[src/rtl/alu_sched_pkg.sv]
// Shared opcode map, scheduler state encoding and opcode legality check
// for the round-robin ALU scheduler.
package alu_sched_pkg;

    localparam logic [3:0] OP_DIV  = 4'd0;
    localparam logic [3:0] OP_SRA  = 4'd1;
    localparam logic [3:0] OP_ROR  = 4'd2;
    localparam logic [3:0] OP_ROL  = 4'd3;
    localparam logic [3:0] OP_SGT  = 4'd4;
    localparam logic [3:0] OP_OR   = 4'd5;
    localparam logic [3:0] OP_AND  = 4'd6;
    localparam logic [3:0] OP_MAX  = 4'd7;
    localparam logic [3:0] OP_SLT  = 4'd8;
    localparam logic [3:0] OP_SGE  = 4'd9;
    localparam logic [3:0] OP_NAND = 4'd10;
    localparam logic [3:0] OP_SLL  = 4'd11;

    typedef enum logic [1:0] {
        ST_IDLE    = 2'd0,
        ST_EXEC    = 2'd1,
        ST_ILLEGAL = 2'd2,
        ST_RESP    = 2'd3
    } sched_state_e;

    // The compare ops have no defined ALU result, and 12..15 are unassigned.
    function automatic logic is_supported(input logic [31:0] op);
        logic ok;
        ok = 1'b1;
        if (op == 32'(OP_SGT) || op == 32'(OP_SLT) || op == 32'(OP_SGE) || op > 32'(OP_SLL))
            ok = 1'b0;
        return ok;
    endfunction

endpackage

[src/rtl/alu_rr_scheduler_if.sv]
// Request/response bundle between client blocks and the ALU scheduler.
interface alu_rr_scheduler_if #(
    parameter int NUM_REQ = 4,
    parameter int WIDTH   = 16,
    parameter int OPW     = 4,
    parameter int SHW     = 5,
    parameter int IDW     = 2
);
    logic [NUM_REQ-1:0]       req_valid;
    logic [NUM_REQ-1:0]       req_ready;
    logic [NUM_REQ*OPW-1:0]   req_opcode;
    logic [NUM_REQ*WIDTH-1:0] req_in1;
    logic [NUM_REQ*WIDTH-1:0] req_in2;
    logic [NUM_REQ*SHW-1:0]   req_shift;
    logic                     rsp_valid;
    logic                     rsp_ready;
    logic [IDW-1:0]           rsp_id;
    logic [WIDTH-1:0]         rsp_result;
    logic                     rsp_zero;
    logic                     rsp_sign;
    logic                     rsp_err;

    modport master (
        output req_valid, req_opcode, req_in1, req_in2, req_shift, rsp_ready,
        input  req_ready, rsp_valid, rsp_id, rsp_result, rsp_zero, rsp_sign, rsp_err
    );

    modport slave (
        input  req_valid, req_opcode, req_in1, req_in2, req_shift, rsp_ready,
        output req_ready, rsp_valid, rsp_id, rsp_result, rsp_zero, rsp_sign, rsp_err
    );
endinterface

[src/rtl/rr_arbiter.sv]
// Combinational round-robin arbiter: first requester at or above ptr_i,
// wrapping past NUM_REQ-1 back to 0.
module rr_arbiter #(
    parameter int NUM_REQ = 4,
    parameter int IDW     = 2
) (
    input  logic [NUM_REQ-1:0] req_i,
    input  logic [IDW-1:0]     ptr_i,
    input  logic               en_i,
    output logic [NUM_REQ-1:0] gnt_o,
    output logic [IDW-1:0]     idx_o
);
    logic found;

    always_comb begin
        gnt_o = '0;
        idx_o = '0;
        found = 1'b0;
        for (int k = 0; k < NUM_REQ; k++) begin
            for (int j = 0; j < NUM_REQ; j++) begin
                if (en_i && !found && req_i[j] && (j == ((int'(ptr_i) + k) % NUM_REQ))) begin
                    found    = 1'b1;
                    gnt_o[j] = 1'b1;
                    idx_o    = IDW'(j);
                end
            end
        end
    end
endmodule

[src/rtl/alu_rr_scheduler.sv]
// Shares one external combinational ALU among NUM_REQ requesters with
// round-robin arbitration and a single operation in flight.
module alu_rr_scheduler
    import alu_sched_pkg::*;
#(
    parameter int NUM_REQ = 4,
    parameter int WIDTH   = 16,
    parameter int OPW     = 4,
    parameter int SHW     = 5,
    parameter int IDW     = 2
) (
    input  logic               clk,
    input  logic               rst,
    alu_rr_scheduler_if.slave  bus,
    output logic [OPW-1:0]     alu_opcode,
    output logic [WIDTH-1:0]   alu_input1,
    output logic [WIDTH-1:0]   alu_input2,
    output logic [SHW-1:0]     alu_shift,
    input  logic [WIDTH-1:0]   alu_result,
    input  logic               alu_zero,
    input  logic               alu_sign
);
    sched_state_e       state_q, state_d;
    logic [IDW-1:0]     ptr_q, ptr_d;
    logic [NUM_REQ-1:0] gnt;
    logic [IDW-1:0]     gidx;
    logic               arb_en;

    logic [OPW-1:0]     op_q, op_d;
    logic [WIDTH-1:0]   in1_q, in1_d, in2_q, in2_d;
    logic [SHW-1:0]     sh_q, sh_d;
    logic               vld_q, vld_d, zero_q, zero_d, sign_q, sign_d, err_q, err_d;
    logic [IDW-1:0]     id_q, id_d;
    logic [WIDTH-1:0]   res_q, res_d;

    logic [OPW-1:0]     op_a  [NUM_REQ];
    logic [WIDTH-1:0]   in1_a [NUM_REQ];
    logic [WIDTH-1:0]   in2_a [NUM_REQ];
    logic [SHW-1:0]     sh_a  [NUM_REQ];

    for (genvar g = 0; g < NUM_REQ; g++) begin : g_unpack
        assign op_a[g]  = bus.req_opcode[g*OPW +: OPW];
        assign in1_a[g] = bus.req_in1[g*WIDTH +: WIDTH];
        assign in2_a[g] = bus.req_in2[g*WIDTH +: WIDTH];
        assign sh_a[g]  = bus.req_shift[g*SHW +: SHW];
    end

    // Grants are offered only in IDLE, and never while reset is held.
    assign arb_en = (state_q == ST_IDLE) && !rst;

    rr_arbiter #(.NUM_REQ(NUM_REQ), .IDW(IDW)) u_arb (
        .req_i (bus.req_valid),
        .ptr_i (ptr_q),
        .en_i  (arb_en),
        .gnt_o (gnt),
        .idx_o (gidx)
    );

    assign bus.req_ready  = gnt;
    assign bus.rsp_valid  = vld_q;
    assign bus.rsp_id     = id_q;
    assign bus.rsp_result = res_q;
    assign bus.rsp_zero   = zero_q;
    assign bus.rsp_sign   = sign_q;
    assign bus.rsp_err    = err_q;
    assign alu_opcode     = op_q;
    assign alu_input1     = in1_q;
    assign alu_input2     = in2_q;
    assign alu_shift      = sh_q;

    always_comb begin
        state_d = state_q;
        ptr_d   = ptr_q;
        op_d    = op_q;
        in1_d   = in1_q;
        in2_d   = in2_q;
        sh_d    = sh_q;
        vld_d   = vld_q;
        id_d    = id_q;
        res_d   = res_q;
        zero_d  = zero_q;
        sign_d  = sign_q;
        err_d   = err_q;
        case (state_q)
            ST_IDLE: begin
                if (|gnt) begin
                    op_d    = op_a[gidx];
                    in1_d   = in1_a[gidx];
                    in2_d   = in2_a[gidx];
                    sh_d    = sh_a[gidx];
                    id_d    = gidx;
                    ptr_d   = (int'(gidx) == NUM_REQ - 1) ? '0 : gidx + 1'b1;
                    state_d = is_supported(32'(op_a[gidx])) ? ST_EXEC : ST_ILLEGAL;
                end
            end
            ST_EXEC: begin
                res_d   = alu_result;
                zero_d  = alu_zero;
                sign_d  = alu_sign;
                err_d   = 1'b0;
                vld_d   = 1'b1;
                state_d = ST_RESP;
            end
            ST_ILLEGAL: begin
                res_d   = '0;
                zero_d  = 1'b1;
                sign_d  = 1'b0;
                err_d   = 1'b1;
                vld_d   = 1'b1;
                state_d = ST_RESP;
            end
            ST_RESP: begin
                if (bus.rsp_ready) begin
                    vld_d   = 1'b0;
                    state_d = ST_IDLE;
                end
            end
            default: state_d = ST_IDLE;
        endcase
    end

    always_ff @(posedge clk) begin
        if (rst) begin
            state_q <= ST_IDLE;
            ptr_q   <= '0;
            op_q    <= '0;
            in1_q   <= '0;
            in2_q   <= '0;
            sh_q    <= '0;
            vld_q   <= 1'b0;
            id_q    <= '0;
            res_q   <= '0;
            zero_q  <= 1'b0;
            sign_q  <= 1'b0;
            err_q   <= 1'b0;
        end else begin
            state_q <= state_d;
            ptr_q   <= ptr_d;
            op_q    <= op_d;
            in1_q   <= in1_d;
            in2_q   <= in2_d;
            sh_q    <= sh_d;
            vld_q   <= vld_d;
            id_q    <= id_d;
            res_q   <= res_d;
            zero_q  <= zero_d;
            sign_q  <= sign_d;
            err_q   <= err_d;
        end
    end
endmodule

[src/flat_wrapper.sv]
// flat-port wrapper written by rule: the top's interface ports become plain ports
module alu_rr_scheduler_flat import alu_sched_pkg::*;
#(
    parameter int NUM_REQ = 4,
    parameter int WIDTH   = 16,
    parameter int OPW     = 4,
    parameter int SHW     = 5,
    parameter int IDW     = 2
)
  (clk, rst, alu_opcode, alu_input1, alu_input2, alu_shift, alu_result, alu_zero, alu_sign, bus_req_valid, bus_req_opcode, bus_req_in1, bus_req_in2, bus_req_shift, bus_rsp_ready, bus_req_ready, bus_rsp_valid, bus_rsp_id, bus_rsp_result, bus_rsp_zero, bus_rsp_sign, bus_rsp_err);
  alu_rr_scheduler_if #(.NUM_REQ(NUM_REQ), .WIDTH(WIDTH), .OPW(OPW), .SHW(SHW), .IDW(IDW)) bus_i ();
  input  logic clk;
  input  logic rst;
  output logic [OPW-1:0] alu_opcode;
  output logic [WIDTH-1:0] alu_input1;
  output logic [WIDTH-1:0] alu_input2;
  output logic [SHW-1:0] alu_shift;
  input  logic [WIDTH-1:0] alu_result;
  input  logic alu_zero;
  input  logic alu_sign;
  input wire logic [$bits(bus_i.req_valid)-1:0] bus_req_valid;
  input wire logic [$bits(bus_i.req_opcode)-1:0] bus_req_opcode;
  input wire logic [$bits(bus_i.req_in1)-1:0] bus_req_in1;
  input wire logic [$bits(bus_i.req_in2)-1:0] bus_req_in2;
  input wire logic [$bits(bus_i.req_shift)-1:0] bus_req_shift;
  input wire logic [$bits(bus_i.rsp_ready)-1:0] bus_rsp_ready;
  output wire logic [$bits(bus_i.req_ready)-1:0] bus_req_ready;
  output wire logic [$bits(bus_i.rsp_valid)-1:0] bus_rsp_valid;
  output wire logic [$bits(bus_i.rsp_id)-1:0] bus_rsp_id;
  output wire logic [$bits(bus_i.rsp_result)-1:0] bus_rsp_result;
  output wire logic [$bits(bus_i.rsp_zero)-1:0] bus_rsp_zero;
  output wire logic [$bits(bus_i.rsp_sign)-1:0] bus_rsp_sign;
  output wire logic [$bits(bus_i.rsp_err)-1:0] bus_rsp_err;
  assign bus_i.req_valid = bus_req_valid;
  assign bus_i.req_opcode = bus_req_opcode;
  assign bus_i.req_in1 = bus_req_in1;
  assign bus_i.req_in2 = bus_req_in2;
  assign bus_i.req_shift = bus_req_shift;
  assign bus_i.rsp_ready = bus_rsp_ready;
  assign bus_req_ready = bus_i.req_ready;
  assign bus_rsp_valid = bus_i.rsp_valid;
  assign bus_rsp_id = bus_i.rsp_id;
  assign bus_rsp_result = bus_i.rsp_result;
  assign bus_rsp_zero = bus_i.rsp_zero;
  assign bus_rsp_sign = bus_i.rsp_sign;
  assign bus_rsp_err = bus_i.rsp_err;
  alu_rr_scheduler #(.NUM_REQ(NUM_REQ), .WIDTH(WIDTH), .OPW(OPW), .SHW(SHW), .IDW(IDW)) u_core (.clk(clk), .rst(rst), .bus(bus_i), .alu_opcode(alu_opcode), .alu_input1(alu_input1), .alu_input2(alu_input2), .alu_shift(alu_shift), .alu_result(alu_result), .alu_zero(alu_zero), .alu_sign(alu_sign));
endmodule
[config.mk]
export PLATFORM = sky130hd
export DESIGN_NAME = alu_rr_scheduler_flat
export DESIGN_NICKNAME = d
export VERILOG_FILES = /design/src/rtl/alu_sched_pkg.sv /design/src/rtl/alu_rr_scheduler_if.sv /design/src/rtl/rr_arbiter.sv /design/src/rtl/alu_rr_scheduler.sv /design/src/flat_wrapper.sv
export SDC_FILE = /design/constraint.sdc
export NUM_CORES = 1
export LEC_CHECK = 0
export ABC_AREA = 1
export BUFFER_PORTS_ARGS = -buffer_cell sky130_fd_sc_hd__buf_2
export CAP_MARGIN = 5
export CORE_ASPECT_RATIO = 1.1
export CORE_UTILIZATION = 40
export DETAILED_ROUTE_END_ITERATION = 10
export GPL_TIMING_DRIVEN = 0
export PLACE_DENSITY = 0.79
export RECOVER_POWER = 100
export SETUP_SLACK_MARGIN = 0.15
export SLEW_MARGIN = 5
export SYNTH_ARGS = -nofsm -noshare
export SYNTH_HDL_FRONTEND = slang
export SYNTH_SLANG_ARGS = --single-unit
export TNS_END_PERCENT = 30
[constraint.sdc]
create_clock -name clk -period 8.5 [get_ports clk]
set_input_delay 1.275 -clock clk [delete_from_list [all_inputs] [get_ports clk]]
set_output_delay 1.275 -clock clk [all_outputs]
set_load 0.005 [all_outputs]
* Word-level counts from Yosys, hierarchy flattened
Cells that the tools add are included.
Operators by class: add/subtract/negate cells 4, magnitude comparators 2, equality and inequality tests 21, mux-type cells 71, bitwise operators 4, reduce and logical (&&, ||, !) cells 82
Operators with widths (number):
- $logic_not 32->1 | 4
- $bmux 16 s2 | 2
- $mux 16 | 4
- $logic_and 1x1->1 | 48
- $mux 2 | 18
- $mux 1 | 35
- $pmux 16 s2 | 1
- $eq 3x3->1 const A | 6
- $logic_not 1->1 | 16
- $bmux 5 s2 | 1
- $mux 5 | 2
- $eq 2x3->1 const A | 3
- $bmux 4 s2 | 1
- $eq 4x4->1 const B | 2
- $mux 4 | 2
- $pmux 1 s2 | 4
- $reduce_or 2->1 | 4
- $pmux 2 s3 | 1
- $reduce_and 2->1 | 3
- $add 2x1->2 const B | 2
- $add 2x2->2 const B | 2
- $eq 2x1->1 const B | 2
- $eq 2x2->1 const A | 2
- $eq 2x2->1 const B | 2
- other kinds (11) | 17
Storage, ports and cells: register bits after elaboration 67, input port bits 189, output and inout bits 67

* Depth between registers and ports, before layout
Gate-level depths: netlist of the first run.
word-level depth 94, mapped depth 23

* Hierarchy
A second synthesis of the first run with hierarchy kept.
Second synthesis, totals: cell total of the unflattened synthesis 631, area total of the unflattened synthesis 3975.1 µm²
By module, submodules not included:
- alu_rr_scheduler | instances 1, cells an instance 561, area an instance 3588.4 µm², seq. area each 1341.3 µm²
- rr_arbiter | instances 1, cells an instance 70, area an instance 386.6 µm², seq. area each 0.0 µm²

* Worst setup path after synthesis of the first run
Ideal clock, no wire load.
kind input-to-output, start input rst, end output bus_req_ready[3], data arrival time 2.562 ns, required time 7.225 ns, slack 4.663 ns, stages 13, buffers on the path 1, cells stage by stage inv_2 -> buf_6 -> nand3_1 -> nor2_1 -> nor2_1 -> nand4_2 -> nor2_4 -> nand4_2 -> nor2_2 -> nand4_2 -> nor2_2 -> nand2_2 -> nand4_1
Between the ends: word-level cells in the longest chain between the ends 80, elaborated cells between the ends (all ways) 83, classes of those cells 19 x mux; 64 x reduce/logical
Ends and longest elaborated chain:
- from (decl) | line flat_wrapper.sv:13 | input logic rst;
- $logic_not 1->1 * | line alu_rr_scheduler.sv:49 | assign arb_en = (state_q == ST_IDLE) && !rst;
- $logic_and 1x1->1 * | line alu_rr_scheduler.sv:49
- $logic_and 1x1->1 (2 in series) | line rr_arbiter.sv:21 | if (en_i && !found && req_i[j] && (j == ((int'(ptr_i) + k) % NUM_REQ))) begin
- $mux 1 | line rr_arbiter.sv:21
- $logic_not 1->1 | line rr_arbiter.sv:21
- $logic_and 1x1->1 (3 in series) | line rr_arbiter.sv:21
- $mux 1 | line rr_arbiter.sv:21
- $logic_not 1->1 | line rr_arbiter.sv:21
- (+55 left out)
- $logic_and 1x1->1 (3 in series) | line rr_arbiter.sv:21
- $mux 1 | line rr_arbiter.sv:21
- $logic_not 1->1 | line rr_arbiter.sv:21
- $logic_and 1x1->1 (3 in series) | line rr_arbiter.sv:21
- $mux 1 | line rr_arbiter.sv:21
- $logic_not 1->1 | line rr_arbiter.sv:21
- $logic_and 1x1->1 (3 in series) | line rr_arbiter.sv:21
- $mux 1 * | line rr_arbiter.sv:21
- to (decl) | line flat_wrapper.sv:27 | output wire logic [$bits(bus_i.req_ready)-1:0] bus_req_ready;
Every way passes the cells marked *; elsewhere a longest branch is shown, timed or not.

* Worst setup path in the final report of the first run
start input rst, end register u_core.sh_q[3], in the netlist u_core.alu_shift[3]
Between the ends: word-level cells in the longest chain between the ends 84, elaborated cells between the ends (all ways) 115, classes of those cells 48 x mux; 1 x bitwise; 66 x reduce/logical
Ends and longest elaborated chain:
- $logic_not 1->1 | line alu_rr_scheduler.sv:49
- $logic_and 1x1->1 | line alu_rr_scheduler.sv:49
- $logic_and 1x1->1 (2 in series) | line rr_arbiter.sv:21
- $mux 1 | line rr_arbiter.sv:21
- $logic_not 1->1 | line rr_arbiter.sv:21
- $logic_and 1x1->1 (3 in series) | line rr_arbiter.sv:21
- $mux 1 | line rr_arbiter.sv:21
- $logic_not 1->1 | line rr_arbiter.sv:21
- (+60 left out)
- $logic_and 1x1->1 (3 in series) | line rr_arbiter.sv:21
- $mux 1 | line rr_arbiter.sv:21
- $logic_not 1->1 | line rr_arbiter.sv:21
- $logic_and 1x1->1 (3 in series) | line rr_arbiter.sv:21
- $mux 2 | line rr_arbiter.sv:21
- $not 2->3 (not written as such) | line alu_rr_scheduler.sv:90 | sh_d = sh_a[gidx];
- $bmux 5 s2 | line alu_rr_scheduler.sv:90
- $mux 5 (not written as such) (2 in series) | line alu_rr_scheduler.sv:90
- to (signal assigned) | line alu_rr_scheduler.sv:129 | sh_q <= '0;
- to (signal assigned) | line alu_rr_scheduler.sv:142 | sh_q <= sh_d;
- to (decl) | line alu_rr_scheduler.sv:31 | logic [SHW-1:0] sh_q, sh_d;
Several ways; a longest one is shown, not always the timed one. The select of a mux whose other input is x is not followed. A chain may end at the register's enable or synchronous reset.

==> results of run 1 <==
## cells by family after synthesis
group / share of synthesized area
buffers and inverters: 0.139
and+or+nand+nor: 0.338
adders and majority gates: 0.00877
DFF: 0.313
AOI/OAI and AO/OA: 0.201
## layout make-up
type                       instances  area [sq um]  area share
sequential                        67          1340       0.226
tap                              143           179      0.0301
clock inverter                     7          80.1      0.0135
buffer                            46           273      0.0459
timing repair buffer             255          1220       0.205
clock buffer                       9           225      0.0379
inverter                          80           300      0.0505
multi-input combinational        495          2320       0.391
## tightest hold or removal path, delay by kind of cell, from the launching register on
kind,cells,cell delay [ns]
flip-flops,1,0.31
AND/OR/NAND/NOR,1,0.06
AO/OA/AOI/OAI,1,0.05
## final timing paths
check / end / cells after the start / from
hold reg to reg: u_core.bus.rsp_result[9] / 2 / u_core.bus.rsp_result[9]
setup reg to reg: u_core.alu_shift[3] / 21 / u_core.state_q[1]
hold / removal: u_core.bus.rsp_result[9] / 2 / u_core.bus.rsp_result[9]
setup / recovery: u_core.alu_shift[3] / 22 / rst
## layout by cell type (no fill, tap or decap), types with 12 or more instances in the layout
cell type  instances
a21oi_1           24
inv_1             68
clkbuf_1          68
o21ai_0           40
nand3_1           67
o21ai_1           39
dfxtp_1           67
nand2_1           85
buf_2            219
o211ai_1          42
inv_2             12
nor2_1           177
## state kept, by name (all words and copies together) (netlist names)
register / flops
u_core.alu_opcode: 4
u_core.bus.rsp_err: 1
u_core.bus.rsp_id: 2
u_core.alu_shift: 5
u_core.bus.rsp_result: 16
u_core.alu_input2: 16
u_core.state_q: 2
u_core.bus.rsp_zero: 1
u_core.bus.rsp_valid: 1
u_core.bus.rsp_sign: 1
u_core.alu_input1: 16
u_core.ptr_q: 2
## report_power, final
| group | switching [uW] | internal (uW) |
|---|---|---|
| Clock | 148 | 231 |
| Combinational | 1020 | 582 |
| Sequential | 61.2 | 441 |
## Yosys cell counts, drive strengths merged
cell | count | area share
nand2 | 86 | 0.078
a21oi | 24 | 0.028
nor3 | 1 | 0.0012
clkbuf | 13 | 0.011
nand3 | 68 | 0.081
nand4 | 10 | 0.019
o211ai | 42 | 0.074
buf | 33 | 0.058
o22ai | 1 | 0.0015
nor2 | 178 | 0.16
a211oi | 1 | 0.0018
inv | 80 | 0.070
a22oi | 1 | 0.0018
ha | 3 | 0.0088
dfxtp | 67 | 0.31
o21ai | 79 | 0.092
o2111ai | 1 | 0.0020
## metrics by stage
step / setup WS [ns] / hold slack (ns)
after detailed placement: 4.12 / 0.456
after floorplan: 4.66 / 0.456
after CTS: 4.12 / 0.467
after global placement: 4.17 / 0.449
after global routing: 2.82 / 0.483
final: 3.34 / 0.463
## layer usage
layer | GRT usage | routed length, um
met1 | 0.317 | 6360
met4 | 0.0628 | 204
met2 | 0.468 | 7340
met5 | 0 | 0
met3 | 0.0652 | 1110
==> run_results.csv, run 1 <==
group,metric,value,unit
status,outcome,"completed",
finish,final_core_util,0.572,
critical_path,slowest_delay,0.50,ns
finish,num_antenna_cells,0,
route,first_pass_iters,5,
route,drcViolationCount,0,
global_route,antenna_found_initial,0,
power,p_leak,0.00309,uW
route,avgRoutedWirePerCell,13.6,um
critical_path,cp_top_family,"buffers and inverters",
finish,fillers,1129,
clock_tree,cts_sinks,67,
synth,syn_area,0.00428,sq mm
critical_path,cp-end-kind,"flip-flop",
route,ant_nets,0,
global_route,grt_pass1_wl,23200,um
placed_design,dp.cells,1086,
clock_tree,cts_tree,"built",
die,initial_core_util,0.412,
synth,seq_area_frac_synth,0.313,
synth,syn-num-nets,880,
power,peakVddDrop,162,uV
sta,max_slew_margin,0.562,
critical_path,crit_arrival,5.36,ns
placed_design,dp_hpwl,11700,um
clock_tree,path_clk_slew,0.06,ns
route,vias,5322,
clock_tree,hold_buffers,0,
sta,hold_viol,0,
finish,nets,1146,
sta,setup-violations-final,0,
sta,rsz0062_at_grt,"false",
sta,worst_pin_slew,0.655,ns
critical_path,startpoint_type,"input pin",
sta,min_period,5.16,ns
die,fp.dieH,111,um
synth,syn_inst,688,
critical_path,path_cells,"clkbuf_1 -> inv_1 -> buf_6 -> nand3_2 -> inv_2 -> nand2_1 -> nand4_1 -> nor2_1 -> nand4_2 -> nor2_1 -> nand4_2 -> nor2_1 -> o21ai_0 -> nand2_1 -> clkbuf_1 -> inv_1 -> nand2_1 -> clkbuf_1 -> clkbuf_1 -> nand3_1 -> o211ai_1 -> inv_1",
synth,ys_types,27,
finish,fin_area,0.00594,sq mm
finish,area_growth,38.7,%
die,std_cell_rows,39,
power,p_per_area,419,mW/mm^2
die,ios,256,
finish,final_cell_count_no_fill,1102,
critical_path,required,8.71,ns
route,vias_per_cell,4.83,
placed_design,place_area,0.00574,sq mm
clock_tree,cts_setup_buffers,0,
clock_tree,htreeDepth,3,
global_route,grt_overflow,0,
placed_design,gp_congestion,0.943,
global_route,grt_use_total,0.264,
sta,clock_skew,0.00787,ns
die,core,0.0104,sq mm
clock_tree,root_buffer,"clkbuf_16",
synth,ys_ff_latch,67,
route,dr.first_iter.drc_count,262,
job,cap_viol_max_count,0,
clock_tree,max-clock-path-buffers,2,
clock_tree,cts_resized,0,
die,dieArea,0.0111,sq mm
route,routed_wl,15000,um
critical_path,cp_num_buf_inv,9,
synth,syn-mean-instance-area,6.23,sq um
global_route,grt_max_degree,15,
critical_path,crit_fanout,10,
sta,finalCritPeriodShare,0.607,
clock_tree,clk_latency,0.32,ns
finish,final_layout_size_suffix_gt1_frac,0.277,
worst_hold_path,hold_class,"reg2reg",
global_route,grt_pass1_vias,4835,
critical_path,crit_type,"in2reg",
critical_path,cp_slowest_cell,"clkbuf_1",
critical_path,crit_top_cell,"clkbuf_1",
die,die_w,101,um
placed_design,portBuffers,255,
power,power,2490,uW
clock_tree,cts_made_buffers,9,
sta,finalSetupTns,0,ns
sta,fmax,194,MHz
critical_path,ff2ff_setup_slack,3.86,ns
sta,drv_slew,0,
synth,ys_warn_count,0,
No activity file was read; power rests on OpenSTA's default activity.
==> run 2, diff against run 1 <==
--- a/config.mk
+++ b/config.mk
@@ -12,7 +12,7 @@
 export CORE_UTILIZATION = 40
 export DETAILED_ROUTE_END_ITERATION = 10
 export GPL_TIMING_DRIVEN = 0
-export PLACE_DENSITY = 0.79
+export PLACE_DENSITY = 0.82
 export RECOVER_POWER = 100
 export SETUP_SLACK_MARGIN = 0.15
 export SLEW_MARGIN = 5
==> constraint.sdc (replaced) <==
create_clock -name clk -period 4.3 [get_ports clk]
set_input_delay 0.645 -clock clk [delete_from_list [all_inputs] [get_ports clk]]
set_output_delay 0.645 -clock clk [all_outputs]
set_load 0.005 [all_outputs]
==> run_results.csv, run 2 (synthesized netlist as in run 1, its figures left out) <==
group,metric,value,unit
global_route,grt_pass1_vias,5038,
critical_path,path_cells,"inv_1 -> ha_1 -> nand2_1 -> inv_1 -> nand3_1 -> nand4_1 -> nor2_4 -> nand4_2 -> nor2_2 -> nand4_2 -> nor2_1 -> o21ai_0 -> nand2_1 -> buf_4 -> buf_4 -> clkbuf_1 -> nor2_1 -> o21ai_0 -> nand3_1 -> o211ai_1 -> inv_1",
sta,setup_ws,0.714,ns
critical_path,crit_arrival,3.80,ns
clock_tree,path_clk_slew,0.06,ns
die,std_cell_rows,39,
global_route,grt_use_total,0.259,
global_route,antenna_found_initial,2,
sta,setup-violations-final,0,
clock_tree,cts_resized,0,
route,drcViolationCount,0,
sta,clock_skew,0.00586,ns
sta,fmax,279,MHz
critical_path,crit_type,"reg2reg",
sta,hold_ws,0.465,ns
clock_tree,root_buffer,"clkbuf_16",
clock_tree,max-clock-path-buffers,2,
route,vias,5460,
route,avgRoutedWirePerCell,13.5,um
die,dieArea,0.0111,sq mm
sta,min_period,3.59,ns
critical_path,cp_top_family,"simple AND/OR/NAND/NOR gates",
sta,drv_slew,0,
job,cap_viol_max_count,0,
route,dr.first_iter.drc_count,196,
sta,hold_viol,0,
worst_hold_path,hold_class,"reg2reg",
finish,layout_commonest_cell,"buf_2",
critical_path,startpoint_type,"flip-flop",
power,p_per_area,819,mW/mm^2
die,initial_core_util,0.412,
clock_tree,cts_tree,"built",
power,peakVddDrop,350,uV
critical_path,crit_top_cell,"inv_1",
finish,layout_common_cells,"buf_2 (223), nor2_1 (175), nand2_1 (85)",
clock_tree,htreeDepth,3,
route,routed_wl,14900,um
sta,finalCritPeriodShare,0.834,
critical_path,cp-end-kind,"flip-flop",
finish,nets,1146,
placed_design,dp_hpwl,11500,um
finish,final_layout_size_suffix_gt1_frac,0.291,
die,core,0.0104,sq mm
placed_design,dp_worst_setup_slack,0.808,ns
global_route,grt_pass1_wl,23100,um
clock_tree,cts_setup_buffers,0,
sta,rsz0062_at_grt,"false",
critical_path,crit_fanout,10,
clock_tree,cts_sinks,67,
status,outcome,"completed",
finish,final_core_util,0.573,
sta,worst_pin_slew,0.659,ns
clock_tree,hold_buffers,0,
sta,max_slew_margin,0.559,
route,vias_per_cell,4.95,
critical_path,slowest_delay,0.43,ns
finish,area_growth,39.0,%
clock_tree,clk_latency,0.32,ns
clock_tree,cts_made_buffers,9,
die,ios,256,
route,ant_nets,0,
critical_path,cp_slowest_cell,"clkbuf_1",
power,p_leak,0.00312,uW
global_route,grt_overflow,0,
placed_design,portBuffers,255,
sta,finalSetupTns,0,ns
die,fp.dieH,111,um
critical_path,cp_num_buf_inv,6,
placed_design,gp_congestion,0.888,
die,die_w,101,um
global_route,grt_max_degree,14,
power,power,4870,uW
route,first_pass_iters,5,
critical_path,required,4.51,ns
## run 2: path summary, 6_finish.rpt
| kind | start | end | slack [ns] | cells past startpoint |
|---|---|---|---|---|
| min reg2reg | u_core.bus.rsp_result[11] | u_core.bus.rsp_result[11] | 0.47 | 2 |
| max reg2reg | u_core.state_q[0] | u_core.alu_input2[0] | 0.71 | 21 |
| max | u_core.state_q[0] | u_core.alu_input2[0] | 0.71 | 21 |
| min | u_core.bus.rsp_result[11] | u_core.bus.rsp_result[11] | 0.47 | 2 |
## run 2: worst reg2reg max path, delay by kind of cell, from the launching register on
kind | cells | cell delay [ns]
fa+ha+maj | 1 | 0.29
flops | 1 | 0.34
simple gates | 11 | 1.54
buf+inv | 6 | 1.02
compound gates | 3 | 0.30
## run 2: layout make-up
class                      instances  area, sq um
antenna                            2         5.00
buffer                            46          290
clock buffer                       9          225
clock inverter                     7         52.6
fill                            1147         4440
inverter                          80          300
multi-input combinational        495         2330
sequential                        67         1340
tap                              143          179
timing repair buffer             255         1220
## run 2: power breakdown
part           leakage, uW  switching [uW]  internal (uW)
sequential        0.000555             123            872
combinational      0.00243            2000           1200
clock             0.000136             286            394
## run 2: stage by stage
step | cell area, sq um | instances
4_1_cts | 6020 | 1102
6_report | 5950 | 1104
3_5_place_dp | 5740 | 1086
2_1_floorplan | 4280 | 688
3_3_place_gp | 5740 | 1086
5_1_grt | 5950 | 1104
## run 2: routing by layer
layer  vias up  wire, um  GRT usage
met1      2438      6040      0.287
li1       2782         -          -
met5         -         0          0
met2       217      7260      0.476
met3        23      1280     0.0595
met4         0       264     0.0879
==> run 3, diff against run 2 <==
==> constraint.sdc (replaced) <==
create_clock -name clk -period 2.95 [get_ports clk]
set_input_delay 0.4425 -clock clk [delete_from_list [all_inputs] [get_ports clk]]
set_output_delay 0.4425 -clock clk [all_outputs]
set_load 0.005 [all_outputs]
==> run_results.csv, run 3 (synthesized netlist as in run 1, its figures left out) <==
group,metric,value,unit
power,p_leak,0.00339,uW
power,p_sw,3920,uW
power,peakVddDrop,536,uV
placed_design,portBuffers,255,
clock_tree,max-clock-path-buffers,2,
sta,hold_viol,0,
critical_path,cp-end-kind,"flip-flop",
job,cap_viol_max_count,0,
clock_tree,root_buffer,"clkbuf_16",
critical_path,regToRegEndpoint,"u_core.state_q[0]",
finish,layout_commonest_cell,"buf_2",
die,initial_core_util,0.412,
route,ant_nets,0,
placed_design,dp_hpwl,11500,um
sta,max_slew_margin,0.557,
critical_path,required,3.16,ns
worst_hold_path,hp-start,"alu_result[5]",
die,std_cell_rows,39,
global_route,grt_use_total,0.272,
clock_tree,cts_sinks,67,
power,combinationalPowerShare,0.704,
critical_path,ff2ff_path_depth,22,
critical_path,crit_fanout,7,
route,vias_per_cell,4.99,
sta,setup-violations-final,0,
finish,final_core_util,0.635,
route,avgRoutedWirePerCell,14.2,um
die,ios,256,
global_route,grt_pass1_vias,5230,
finish,area_growth,54.0,%
clock_tree,htreeDepth,3,
power,p_per_area,1260,mW/mm^2
status,outcome,"completed",
route,dr.first_iter.drc_count,224,
route,drcViolationCount,0,
global_route,grt_max_degree,14,
die,core,0.0104,sq mm
critical_path,cp-startpoint,"u_core.state_q[0]",
finish,nets,1170,
worst_hold_path,hold_class,"in2reg",
placed_design,dp.cells,1086,
finish,register_area,0.00135,sq mm
critical_path,startpoint_type,"flip-flop",
critical_path,r2r-start,"u_core.state_q[0]",
power,swShare,0.473,
finish,multi_input_area,0.00261,sq mm
die,fp.dieH,111,um
critical_path,ff2ff_setup_slack,0.08,ns
sta,rsz0062_at_grt,"true",
finish,final_cell_count_no_fill,1129,
sta,fmax,348,MHz
route,routed_wl,16000,um
die,dieArea,0.0111,sq mm
finish,fillers,1035,
power,power_frac_seq,0.176,
sta,min_period,2.87,ns
sta,worst_pin_slew,0.662,ns
power,internal_power,4370,uW
clock_tree,path_clk_slew,0.06,ns
sta,clock_skew,0.00498,ns
global_route,antenna_found_initial,3,
finish,final_layout_size_suffix_gt1_frac,0.375,
route,first_pass_iters,5,
clock_tree,clk_latency,0.32,ns
critical_path,setup.worst_path.end,"u_core.state_q[0]",
critical_path,crit_type,"reg2reg",
finish,layout_common_cells,"buf_2 (221), nor2_1 (152), nand2_1 (73)",
route,vias,5638,
die,die_w,101,um
sta,finalCritPeriodShare,0.974,
clock_tree,cts_tree,"built",
placed_design,gp_congestion,0.888,
critical_path,crit_arrival,3.09,ns
global_route,grt_pass1_wl,24300,um
sta,drv_slew,0,
clock_tree,cts_made_buffers,9,
power,pwr-share-clk,0.120,
global_route,grt_overflow,0,
[run 3: changes by cell type in the layout (fill, tap and decap cells not counted), sizes merged]
cell and change:
buf +28, diode +1, clkbuf -5, bufbuf +1
[run 3: timing repair]
item	4_1_cts	5_1_grt
buffers inserted	16	5
hold buffers	0	0
resized for setup	77	54
pin swaps	19	28
gates cloned	2	1
setup endpoints to repair	50	49
[run 3: power by group through the flow]
stage	Sequential, uW	Combinational [uW]	Clock (uW)
after floorplan	1480	3280	0
after global placement	1440	4690	0
after detailed placement	1450	4740	0
after CTS	1440	5610	1010
after global routing	1500	6420	1060
final	1460	5840	993
[run 3: worst min-delay path by stage]
stage | end | slack (ns) | depth (start not counted)
after global placement | u_core.bus.rsp_result[14] | 0.45 | 2
final | u_core.bus.rsp_result[5] | 0.36 | 3
after global routing | u_core.bus.rsp_result[5] | 0.35 | 3
after detailed placement | u_core.bus.rsp_result[11] | 0.45 | 2
after CTS | u_core.bus.rsp_result[5] | 0.35 | 3
after floorplan | u_core.bus.rsp_sign | 0.46 | 2
[run 3: stage by stage]
step	setup slack (ns)	total power, uW	setup TNS, ns	instance area [sq um]	hold WS (ns)
after floorplan	0.235	4760	0	4280	0.456
after global placement	-0.360	6130	-14.54	5740	0.448
after detailed placement	-0.407	6200	-16.86	5740	0.453
after CTS	0.123	8060	0	6450	0.353
after global routing	-0.111	8970	-2.90	6600	0.355
final	0.0761	8290	0	6600	0.363
[run 3: layout make-up]
class | instances | share of cell area
Antenna cell | 3 | 0.00114
Buffer | 46 | 0.0620
Clock buffer | 9 | 0.0341
Clock inverter | 7 | 0.00797
Inverter | 80 | 0.0467
Multi-Input combinational cell | 495 | 0.396
Sequential cell | 67 | 0.204
Tap cell | 143 | 0.0271
Timing Repair Buffer | 279 | 0.221
[run 3: routing by layer]
layer / wire (um) / track usage / vias up
met1: 6390 / 0.297 / 2536
met4: 361 / 0.0947 / 0
met5: 0 / 0 / -
met2: 8070 / 0.506 / 231
li1: - / - / 2838
met3: 1170 / 0.0614 / 33
[run 3: worst max-delay path, stage by stage (launching register included)]
cell,delay (ns)
dfxtp_2,0.35
inv_2,0.05
ha_4,0.19
nand3_4,0.10
nor2_4,0.05
nor2_4,0.11
nand4_4,0.10
nor2_4,0.12
nand4_2,0.10
nor2_2,0.16
nand4_2,0.16
nor2_4,0.17
o21ai_2,0.08
nand2_2,0.11
buf_6,0.15
buf_6,0.13
nand3_1,0.10
nand2_1,0.10
nand3_1,0.09
nand3_2,0.11
nand2_2,0.06
o21ai_2,0.13
inv_1,0.05
